### src/rtl/proc_ctrl_pkg.sv
// Shared constants and types for the processor pipeline control unit.
package proc_ctrl_pkg;

   localparam logic PCSEL_INC = 1'b1;
   localparam logic PCSEL_BR  = 1'b0;

   localparam int unsigned ST_F  = 0;
   localparam int unsigned ST_D  = 1;
   localparam int unsigned ST_RF = 2;

   typedef enum logic [2:0] {
      ACT_IDLE,
      ACT_FREEZE,
      ACT_FLUSH,
      ACT_HAZARD,
      ACT_ADVANCE
   } act_e;

endpackage

### src/rtl/hazard_detect.sv
// RAW check of the decode-stage sources against older in-flight destinations.
module hazard_detect
   import proc_ctrl_pkg::*;
#(
   parameter int unsigned STAGES = 5,
   parameter int unsigned REG_W  = 2,
   parameter int unsigned K      = 3
) (
   input  logic [STAGES-1:ST_RF]            v,
   input  logic [STAGES-1:ST_RF]            wr,
   input  logic [STAGES-1:ST_RF][REG_W-1:0] dst,
   input  logic [REG_W-1:0]                 src_a,
   input  logic [REG_W-1:0]                 src_b,
   input  logic                             use_a,
   input  logic                             use_b,
   output logic                             hit
);

   logic [STAGES-1:ST_RF] match;

   // Stages beyond K write the register file early enough to never conflict.
   always_comb begin
      match = '0;
      for (int unsigned k = ST_RF; k < STAGES; k++) begin
         if (k <= K) begin
            match[k] = (use_a && (src_a == dst[k])) || (use_b && (src_b == dst[k]));
         end
      end
   end

   assign hit = |(v & wr & match);

endmodule

### src/rtl/pipeline_control.sv
// Central controller: PC/IR load enables, RAW bubbles, branch flush, freeze
// and a saturating hazard-stall counter for an N-stage pipeline.
module pipeline_control
   import proc_ctrl_pkg::*;
#(
   parameter int unsigned STAGES    = 5,
   parameter int unsigned BR_STAGE  = 3,
   parameter int unsigned REG_W     = 2,
   parameter bit          WB_BYPASS = 1'b1,
   parameter int unsigned CNT_W     = 16
) (
   input  logic              clock,
   input  logic              reset,
   input  logic              stall_ext,
   input  logic              branch_taken,
   input  logic [REG_W-1:0]  id_src_a,
   input  logic [REG_W-1:0]  id_src_b,
   input  logic              id_use_a,
   input  logic              id_use_b,
   input  logic [REG_W-1:0]  id_dst,
   input  logic              id_writes,
   output logic              PCWrite,
   output logic              PCSel,
   output logic [STAGES-1:0] IRLoad,
   output logic [STAGES-1:0] stage_valid,
   output logic              hazard,
   output logic [CNT_W-1:0]  stall_cnt
);

   localparam int unsigned K = WB_BYPASS ? STAGES - 2 : STAGES - 1;

   logic [STAGES-1:0]                v_q;
   logic [STAGES-1:ST_RF]            wr_q;
   logic [STAGES-1:ST_RF][REG_W-1:0] dst_q;
   logic                             run_q;
   logic [CNT_W-1:0]                 cnt_q;
   logic                             hit;
   logic                             flush;
   logic                             haz;
   act_e                             act;

   hazard_detect #(
      .STAGES (STAGES),
      .REG_W  (REG_W),
      .K      (K)
   ) u_hazard (
      .v      (v_q[STAGES-1:ST_RF]),
      .wr     (wr_q),
      .dst    (dst_q),
      .src_a  (id_src_a),
      .src_b  (id_src_b),
      .use_a  (id_use_a),
      .use_b  (id_use_b),
      .hit    (hit)
   );

   assign flush = run_q && !stall_ext && branch_taken && v_q[BR_STAGE];
   assign haz   = run_q && v_q[ST_D] && !stall_ext && !flush && hit;

   always_comb begin
      if (!run_q)         act = ACT_IDLE;
      else if (stall_ext) act = ACT_FREEZE;
      else if (flush)     act = ACT_FLUSH;
      else if (haz)       act = ACT_HAZARD;
      else                act = ACT_ADVANCE;
   end

   always_comb begin
      PCWrite = 1'b0;
      PCSel   = 1'b0;
      IRLoad  = '0;
      unique case (act)
         ACT_FREEZE: PCSel = PCSEL_INC;
         ACT_FLUSH: begin
            PCSel   = PCSEL_BR;
            PCWrite = 1'b1;
            IRLoad  = '1;
         end
         ACT_HAZARD: begin
            PCSel        = PCSEL_INC;
            IRLoad       = '1;
            IRLoad[ST_F] = 1'b0;
            IRLoad[ST_D] = 1'b0;
         end
         ACT_ADVANCE: begin
            PCSel   = PCSEL_INC;
            PCWrite = 1'b1;
            IRLoad  = '1;
         end
         default: ;
      endcase
   end

   assign hazard      = haz;
   assign stage_valid = v_q;
   assign stall_cnt   = cnt_q;

   always_ff @(posedge clock) begin
      if (reset) begin
         v_q   <= '0;
         wr_q  <= '0;
         dst_q <= '0;
         run_q <= 1'b0;
         cnt_q <= '0;
      end else begin
         unique case (act)
            ACT_IDLE:   run_q <= 1'b1;
            ACT_FREEZE: ;
            ACT_FLUSH: begin
               // Stages up to BR_STAGE are squashed; older ones keep retiring.
               v_q[ST_F] <= 1'b1;
               for (int unsigned i = ST_D; i <= BR_STAGE; i++) v_q[i] <= 1'b0;
               for (int unsigned i = ST_RF; i <= BR_STAGE; i++) wr_q[i] <= 1'b0;
               for (int unsigned i = BR_STAGE; i < STAGES - 1; i++) begin
                  v_q[i+1]   <= v_q[i];
                  wr_q[i+1]  <= wr_q[i];
                  dst_q[i+1] <= dst_q[i];
               end
            end
            ACT_HAZARD: begin
               v_q[ST_RF]  <= 1'b0;
               wr_q[ST_RF] <= 1'b0;
               for (int unsigned i = ST_RF; i < STAGES - 1; i++) begin
                  v_q[i+1]   <= v_q[i];
                  wr_q[i+1]  <= wr_q[i];
                  dst_q[i+1] <= dst_q[i];
               end
               if (cnt_q != '1) cnt_q <= cnt_q + CNT_W'(1);
            end
            ACT_ADVANCE: begin
               v_q          <= {v_q[STAGES-2:0], 1'b1};
               dst_q[ST_RF] <= id_dst;
               wr_q[ST_RF]  <= id_writes && v_q[ST_D];
               for (int unsigned i = ST_RF; i < STAGES - 1; i++) begin
                  wr_q[i+1]  <= wr_q[i];
                  dst_q[i+1] <= dst_q[i];
               end
            end
            default: ;
         endcase
      end
   end

endmodule

### config.mk
export PLATFORM = sky130hd
export DESIGN_NAME = pipeline_control
export DESIGN_NICKNAME = d
export VERILOG_FILES = /design/src/rtl/proc_ctrl_pkg.sv /design/src/rtl/hazard_detect.sv /design/src/rtl/pipeline_control.sv
export SDC_FILE = /design/constraint.sdc
export NUM_CORES = 1
export LEC_CHECK = 0
export BUFFER_PORTS_ARGS = -buffer_cell sky130_fd_sc_hd__clkbuf_2
export CAP_MARGIN = 5
export CORE_MARGIN = 8
export CORE_UTILIZATION = 52
export CTS_BUF_LIST = sky130_fd_sc_hd__clkbuf_16
export DETAILED_ROUTE_END_ITERATION = 8
export PLACE_DENSITY = 0.79
export SLEW_MARGIN = 20
export SYNTH_ARGS = -nofsm -noshare
export SYNTH_HDL_FRONTEND = slang
export SYNTH_SLANG_ARGS = --single-unit
### constraint.sdc
create_clock -name clock -period 2.6 [get_ports clock]
set_input_delay 0 -clock clock [delete_from_list [all_inputs] [get_ports clock]]
set_output_delay 0 -clock clock [all_outputs]
set_load 0.02 [all_outputs]
# Word-level counts from Yosys, hierarchy flattened
# Index checks and enable logic that the tools add are counted.
classes:
  bitwise_logic: 2
  n_addsub: 1
  n_mux: 10
  reduce_logical: 24
  eq_ne: 9
ops:
  columns: ["op", "n"]
  rows:
  - ["3-bit case mux with 3 select lines", 2]
  - ["16-bit by 1-bit adder with 16-bit output (second input constant)", 1]
  - ["16-bit != test (second input constant)", 1]
  - ["1-bit logical AND", 12]
  - ["3-bit 2-to-1 mux", 4]
  - ["5-bit case mux with 2 select lines", 1]
  - ["2-bit equality test", 4]
  - ["3-bit by 2-bit equality test with 1-bit output (second input constant)", 2]
  - ["3-bit OR reduction", 2]
  - ["2-bit case mux with 2 select lines", 1]
  - ["2-bit OR reduction", 2]
  - ["3-bit by 2-bit bitwise AND with 3-bit output", 1]
  - ["3-bit bitwise AND", 1]
  - ["3-bit by 1-bit equality test with 1-bit output (second input constant)", 1]
  - ["3-bit equality test (second input constant)", 1]
  - ["3-bit zero test", 1]
  - ["3-bit nonzero test", 1]
  - ["1-bit zero test", 2]
  - ["1-bit logical OR", 2]
  - ["1-bit 2-to-1 mux", 2]
  - ["2-bit AND reduction", 1]
  - ["2-bit nonzero test", 1]
totals:
  inputBits: 13
  elab_cells: 53
  regBits: 29

# Longest topological paths before layout
# Gate-level depths: netlist of the first run.
depth:
  word_depth: 14
  mapped_depth: 9

# Hierarchy
# Synthesis of the first run repeated with hierarchy kept, for this count alone.
hier_totals:
  cells_unflattened: 192
  area_unflattened_um2: 1667.8
modules_own_cells:
  columns: ["mod", "area_per_inst_um2", "instances", "cells_per_inst", "seq_area_each_um2"]
  rows:
  - ["pipeline_control", 1536.5, 1, 170, 620.6]
  - ["hazard_detect", 131.4, 1, 22, 0.0]

# Worst setup path after synthesis of the first run
# No wires, ideal clock.
synth_path:
  path_type: "register -> register"
  start: "reg cnt_q[0], in the netlist stall_cnt[0]"
  end: "reg cnt_q[6], in the netlist stall_cnt[6]"
  path_buffers: 1
  arrival_time_ns: 2.058
  t_required_ns: 2.477
  path_slack_ns: 0.419
  path_stages_with_launch: 9
  setup_time_ns: 0.123
  cell_sequence: "dfxtp_1 > ha_1 > nand3_1 > or3_1 > nor2_2 > or3_1 > buf_6 > nor3_1 > mux2_1"
synth_between:
  elab_chain_len: 2
  elab_cells_between_ends: 3
  cone_classes: "add/sub: 1; eq/ne: 1; reduce/logical: 1"
synth_lines:
  columns: ["element", "line_no", "text"]
  rows:
  - ["from (decl)", "pipeline_control.sv:36", "logic [CNT_W-1:0] cnt_q;"]
  - ["from (signal assigned)", "pipeline_control.sv:128", "if (cnt_q != '1) cnt_q <= cnt_q + CNT_W'(1);"]
  - ["parallel branches: the longest is 2 deep, another holds 16-bit by 1-bit adder with 16-bit output", null, null]
# Parallel ways; which one is timed is not known.
# A chain may end at the register's enable or synchronous reset.

# Final worst setup path of the first run
layout_path:
  start: "reg dst_q[1] (netlist bit)"
  end: "out IRLoad[0]"
layout_between:
  elab_chain_len: 13
  elab_cells_between_ends: 17
  cone_classes: "eq/ne: 5; mux: 5; bitwise: 1; reduce/logical: 6"
layout_lines:
  columns: ["element", "line_no", "text"]
  rows:
  - ["from (decl)", "pipeline_control.sv:34", "logic [STAGES-1:ST_RF][REG_W-1:0] dst_q;"]
  - ["from (signal, indexed assignment)", "pipeline_control.sv:117", "dst_q[i+1] <= dst_q[i];"]
  - ["from (signal, indexed assignment)", "pipeline_control.sv:126", "dst_q[i+1] <= dst_q[i];"]
  - ["from (signal, indexed assignment)", "pipeline_control.sv:132", "dst_q[ST_RF] <= id_dst;"]
  - ["2-bit equality test", "hazard_detect.sv:26", "match[k] = (use_a && (src_a == dst[k])) || (use_b && (src_b == dst[k]));"]
  - ["1-bit logical AND", "hazard_detect.sv:26", null]
  - ["1-bit logical OR *", "hazard_detect.sv:26", null]
  - ["3-bit by 2-bit bitwise AND with 3-bit output *", "hazard_detect.sv:31", "assign hit = |(v & wr & match);"]
  - ["3-bit OR reduction *", "hazard_detect.sv:31", null]
  - ["1-bit logical AND *", "pipeline_control.sv:58", "assign haz = run_q && v_q[ST_D] && !stall_ext && !flush && hit;"]
  - ["3-bit 2-to-1 mux *", "pipeline_control.sv:64", "else if (haz) act = ACT_HAZARD;"]
  - ["3-bit 2-to-1 mux *", "pipeline_control.sv:63", "else if (flush) act = ACT_FLUSH;"]
  - ["3-bit 2-to-1 mux *", "pipeline_control.sv:62", "else if (stall_ext) act = ACT_FREEZE;"]
  - ["3-bit 2-to-1 mux *", "pipeline_control.sv:61", "if (!run_q) act = ACT_IDLE;"]
  - ["3-bit equality test or 3-bit by 2-bit equality test with 1-bit output (tied branches)", "pipeline_control.sv:72", "unique case (act)"]
  - ["2-bit OR reduction (no line)", null, null]
  - ["5-bit case mux with 2 select lines *", "pipeline_control.sv:72", null]
  - ["to (decl)", "pipeline_control.sv:24", "output logic [STAGES-1:0] IRLoad,"]
# Mark *: on every way between the ends. The rest lies on a longest branch, timed or not.

==> reports/results.tsv, run 1 <==
stage	metric	value	unit
place	Placement Cell Area	0.001778	mm2
logic_synthesis	number of synthesized flops with an enable pin	0	
power	maximum VDD drop	0.0004909	V
route	Starting DRT DRC Count	99	
logic_synthesis	Yosys top cell by area	dfxtp_1	
timing	Worst-Margin Slew	0.6610	ns
final_layout	multi-input combinational cell area	948.4	um2
clock_network	CTS tree	yes	
route	drt drc	0	
logic_synthesis	post-synthesis area per instance	8.884	um2
timing	Slew headroom	54.79	%
logic_synthesis	post-synthesis cell area	0.001599	mm2
timing	Post-Route Setup TNS	0	ns
logic_synthesis	Synth area leaders	dfxtp_1 (35%), nand2_1 (3.8%), nor2_1 (3.8%)	
place	gpl congestion	0.8107	
logic_synthesis	sequential area share after synthesis	35.05	%
final_layout	share of layout cells above drive strength 1	29.82	%
global_routing	GR Util All Layers	14.99	%
place	cell count after placement	245	
clock_network	Bufs on Longest Clock Path	2	
clock_network	Clock transition at path regs	0.07	ns
timing	final setup vio count	0	
logic_synthesis	most frequent cell after synthesis	dfxtp_1	
worst_setup_path	WS Path Type	reg -> out	
timing	Final Max Tran Viols	0	
route	drt pass-1 iters	4	
logic_synthesis	Post-Synthesis Cells	180	
logic_synthesis	Synthesis Warnings	0	
power	Pwr Density	503.9	mW/mm2
place	post-DP HPWL	2698	um
final_layout	Diodes inserted	0	
clock_network	CTS resizes	0	
final_layout	Filler Cells Inserted	253	
worst_setup_path	reg-to-reg critical path startpoint	run_q	
worst_setup_path	Critical path origin	dst_q[1]	
hold_path	critical hold path startpoint	id_writes	
floorplanning	row count	20	
global_routing	antenna violations before repair	0	
global_routing	largest net degree at the start of global routing	23	
hold_path	type of the worst min-delay path	in -> reg	
worst_setup_path	worst path arrival time	2.25	ns
global_routing	vias in the first global route	1461	
route	antenna-violating nets left	0	
route	vias per cell	5.769	
clock_network	Clk Latency, worst-skew pair	0.26	ns
floorplanning	IO Pins	42	
power	Leakage	0.7757	nW
worst_setup_path	critical path startpoint category	flop	
final_layout	synth-to-layout area growth	19.01	%
clock_network	clock sink total	28	
timing	fmax	443.7	MHz
worst_setup_path	critical path capture point type	output port	
floorplanning	initial core utilization	53.70	%
global_routing	first-pass GRT wire length	6527	um
final_layout	Layout Cell Area excl Fill	0.001903	mm2
logic_synthesis	post-synthesis net count	194	
logic_synthesis	Synth Flop Type	dfxtp_1	
power	total power draw	959.1	uW
final_layout	final non-filler cell total	251	
route	final wirelength	3712	um
route	Avg WL per Cell	14.79	um
place	IO buf count	41	
clock_network	CTS Buf Count	3	
floorplanning	Die Area	0.005106	mm2
logic_synthesis	share of the synthesized area in the top cell type	35.05	%
final_layout	register area	560.5	um2
timing	final worst-path cycle share	86.68	%
floorplanning	core box area	0.002978	mm2
floorplanning	DIE WIDTH	71.46	um
final_layout	Final nets	233	
timing	RSZ-0062 raised after global routing	false	
timing	Fin. Hold Viols	0	
logic_synthesis	FFs w/ async S/R, synth	0	%
route	routed vias	1448	
timing	Worst Clk Skew	0.003288	ns
run	max-cap violations	0	
run_status	status	finished, final reports clean	
logic_synthesis	Synth cell types	47	
floorplanning	Die Y	71.46	um
clock_network	htree depth	1	
global_routing	GRT overflow	0	
timing	Final min period	2.254	ns
logic_synthesis	synth cell count leaders	dfxtp_1 (28), nand2_1 (16), nor2_1 (16), nand3_1 (8), nor3_1 (8)	
logic_synthesis	post-synthesis register bit count	28	
worst_setup_path	crit path max fanout	22	
worst_setup_path	WP data required	2.60	ns
clock_network	root buffer cell	clkbuf_16	
## critical path: stages, from the launching register on
cell and delay, ns:
dfxtp_1 0.42, xor2_1 0.21, nor3_1 0.10, nor4_2 0.49
and2_4 0.40, o21a_1 0.19, clkbuf_2 0.17
## routing by layer
metal	vias up	routed length [um]	GRT usage (%)	share of wire (%)
met5	-	0	0	0
met4	0	17	3.175	0.46
met3	2	194	4.184	5.2
met2	30	1781	25.92	48
met1	678	1720	17.92	46
li1	738	-	-	-
## final timing paths
check / endpoint / slack (ns) / cells past startpoint
max: IRLoad[0] / 0.35 / 6
min: wr_q[2] / 0.007 / 3
max reg2reg: stall_cnt[10] / 0.44 / 6
min reg2reg: stage_valid[4] / 0.47 / 2
## flip-flops by register name (all words and copies together) (netlist names)
register	cells
stall_cnt	16
run_q	1
dst_q	4
stage_valid	5
wr_q	2
## what timing repair did
action,in CTS,in global routing
setup buffers,0,0
hold buffers,2,0
endpoints found under the hold margin,2,0
## power by group
part	switching [mW]	internal, mW
combinational	0.0430	0.0268
clock	0.144	0.306
sequential	0.00576	0.433
## placed cells by master (no fill, tap or decap), types with 4 or more instances in the layout
cell	n
clkbuf_2	41
xor2_1	4
nor2b_1	7
nand4_1	4
o21a_1	7
nand2_1	16
nor2_1	16
nand3_1	8
a21oi_1	6
nor4_1	5
nor3_1	8
or3_1	4
dfxtp_1	28
mux2_1	5
## area by class of cell
class	count	area share (%)
flip-flops and latches	28	29.45
clock buffers	3	3.945
inverters	2	0.3945
clock inverters	1	1.578
well taps	33	2.170
multi-input cells	139	49.84
repair buffers	45	12.62
## logic make-up (layout without fill, tap and decap cells)
logic type | count (synthesis) | count (layout) | share of synthesized area [%]
and+or+nand+nor | 90 | 90 | 33.10
AOI/OAI and AO/OA | 32 | 32 | 15.34
DFF | 28 | 28 | 35.05
buffers and inverters | 13 | 51 | 5.633
muxes | 10 | 10 | 6.807
adders and majority gates | 1 | 1 | 0.7823
xor gates and xnor gates | 6 | 6 | 3.286
## stage by stage
stage / worst slack [ns] / hold slack, ns / utilization, %
detailed placement: 0.4458 / 0.2669 / 59.71
global placement: 0.4514 / 0.2562 / 59.71
CTS: 0.4001 / 0.005587 / 63.91
global route: 0.2205 / 0.02728 / 63.91
finish: 0.3462 / 0.006581 / 63.91
floorplan: 0.4190 / 0.1631 / -
(Power assumes the default switching activity.)
==> inputs of run 2 (changes only) <==
Settings changed: PLACE_DENSITY 0.79 to 0.82.
==> run 2 against run 1 <==
Against the previous run: clock power increased by 2%; non-clock buffer count fell by 1; global-route usage about the same; combinational power hardly changed; utilization decreased by 0.25 points; worst setup slack better by 0.029 ns; cell count down 0.40%; clock-buffer cell count stayed put; largest power group unchanged.
==> reports/results.tsv, run 2 (same netlist as run 1, synthesis figures left out) <==
stage	metric	value	unit
route	drt pass-1 iters	4	
place	IO buf count	41	
hold_path	critical hold path startpoint	id_dst[0]	
final_layout	final non-filler cell total	250	
clock_network	Clk Latency, worst-skew pair	0.27	ns
route	antenna-violating nets left	0	
timing	Fin. Hold Viols	0	
final_layout	commonest non-fill, non-tap cells in the layout	clkbuf_2 (41), dfxtp_1 (28), nand2_1 (16), nor2_1 (16)	
place	gpl congestion	0.8865	
timing	WHS	0.01142	ns
timing	fmax	449.4	MHz
power	Leakage	0.7709	nW
timing	Final Max Tran Viols	0	
worst_setup_path	R2R cell count	6	
route	routed vias	1452	
final_layout	Diodes inserted	0	
timing	Final min period	2.225	ns
worst_setup_path	reg-to-reg critical path startpoint	run_q	
worst_setup_path	setup slack, reg-to-reg	0.40	ns
clock_network	htree depth	1	
place	cell count after placement	244	
global_routing	vias in the first global route	1396	
clock_network	root buffer cell	clkbuf_16	
worst_setup_path	worst path arrival time	2.23	ns
worst_setup_path	FF-to-FF End	stall_cnt[10]	
floorplanning	Die Area	0.005106	mm2
hold_path	Worst Hold Path EP	dst_q[0]	
clock_network	Clock transition at path regs	0.07	ns
run_status	status	finished, final reports clean	
global_routing	first-pass GRT wire length	6403	um
route	Starting DRT DRC Count	87	
final_layout	share of layout cells above drive strength 1	29.49	%
global_routing	GRT overflow	0	
route	final wirelength	3808	um
worst_setup_path	critical path capture point type	output port	
floorplanning	row count	20	
clock_network	clock sink total	28	
clock_network	CTS tree	yes	
final_layout	synth-to-layout area growth	18.54	%
power	maximum VDD drop	0.0002776	V
timing	RSZ-0062 raised after global routing	false	
hold_path	type of the worst min-delay path	in -> reg	
hold_path	Worst Hold Depth	3	
floorplanning	IO Pins	42	
worst_setup_path	WP data required	2.60	ns
worst_setup_path	WS Path Type	reg -> out	
place	Place WS	0.4496	ns
worst_setup_path	crit path max fanout	22	
place	post-DP HPWL	2714	um
worst_setup_path	critical path startpoint category	flop	
floorplanning	Die Y	71.46	um
timing	Slew headroom	57.56	%
global_routing	antenna violations before repair	0	
floorplanning	DIE WIDTH	71.46	um
run	max-cap violations	0	
clock_network	Bufs on Longest Clock Path	2	
final_layout	final core utilization	63.66	%
route	drt drc	0	
final_layout	Layout Cell Area excl Fill	0.001896	mm2
timing	final setup vio count	0	
final_layout	commonest non-fill, non-tap cell in the layout	clkbuf_2	
global_routing	largest net degree at the start of global routing	33	
worst_setup_path	CP max-delay cell	nor4_2	
timing	PnR worst setup slack	0.3750	ns
worst_setup_path	worst path cell trace	xor2_1 > nor3_1 > nor4_2 > and2_4 > o21a_1 > clkbuf_2	
final_layout	Final nets	232	
route	Avg WL per Cell	15.23	um
power	Pwr Density	510.8	mW/mm2
final_layout	Filler Cells Inserted	262	
timing	final worst-path cycle share	85.58	%
timing	Worst Clk Skew	0.005778	ns
floorplanning	initial core utilization	53.70	%
worst_setup_path	Crit path largest cell delay	0.47	ns
power	total power draw	968.2	uW
timing	Post-Route Setup TNS	0	ns
clock_network	CTS Buf Count	3	
route	vias per cell	5.808	
floorplanning	core box area	0.002978	mm2
final_layout	max FFs per register	16	
timing	Worst-Margin Slew	0.6367	ns
place	Placement Cell Area	0.001770	mm2
global_routing	GR Util All Layers	14.97	%
-- run 2: metal layers --
layer / vias up / global-route usage [%] / part of all wire, %
li1: 735 / - / -
met1: 681 / 17.69 / 46
met2: 32 / 25.51 / 47
met3: 4 / 5.021 / 6.1
met4: 0 / 3.175 / 0.76
met5: - / 0 / 0
-- run 2: cell type report --
type / count / area [um2] / share of cell area [%]
Clock buffer: 3 / 75.07 / 3.960
Clock inverter: 1 / 30.03 / 1.584
Inverter: 2 / 7.507 / 0.3960
Multi-Input combinational cell: 139 / 948.4 / 50.03
Sequential cell: 28 / 560.5 / 29.57
Tap cell: 33 / 41.29 / 2.178
Timing Repair Buffer: 44 / 232.7 / 12.28
-- run 2: worst max-delay path: cells and delay by family, from the launching register on --
family,cells,cell delay (ns)
DFF,1,0.40
xor gates and xnor gates,1,0.22
and+or+nand+nor,3,0.95
AOI/OAI and AO/OA,1,0.20
buffers and inverters,1,0.18
-- run 2: worst max path at each step --
stage | start | end | slack, ns | cells past startpoint
final | dst_q[0] | IRLoad[1] | 0.37 | 6
after global routing | dst_q[0] | IRLoad[0] | 0.20 | 6
after CTS | dst_q[0] | IRLoad[0] | 0.39 | 6
after detailed placement | run_q | stall_cnt[10] | 0.45 | 6
after global placement | run_q | stall_cnt[10] | 0.44 | 6
after floorplan | stall_cnt[0] | stall_cnt[6] | 0.42 | 8
-- run 2: timing repair --
item,CTS,global route
buffers inserted,0,0
endpoints found under the hold margin,2,0
gates resized for setup,0,0
hold buffers,2,0
-- run 2: report_power, final --
group	total, mW	internal, mW	switching [mW]	leakage [nW]
sequential	0.439	0.433	0.00552	0.226
combinational	0.0701	0.0259	0.0442	0.493
clock	0.460	0.307	0.153	0.0511
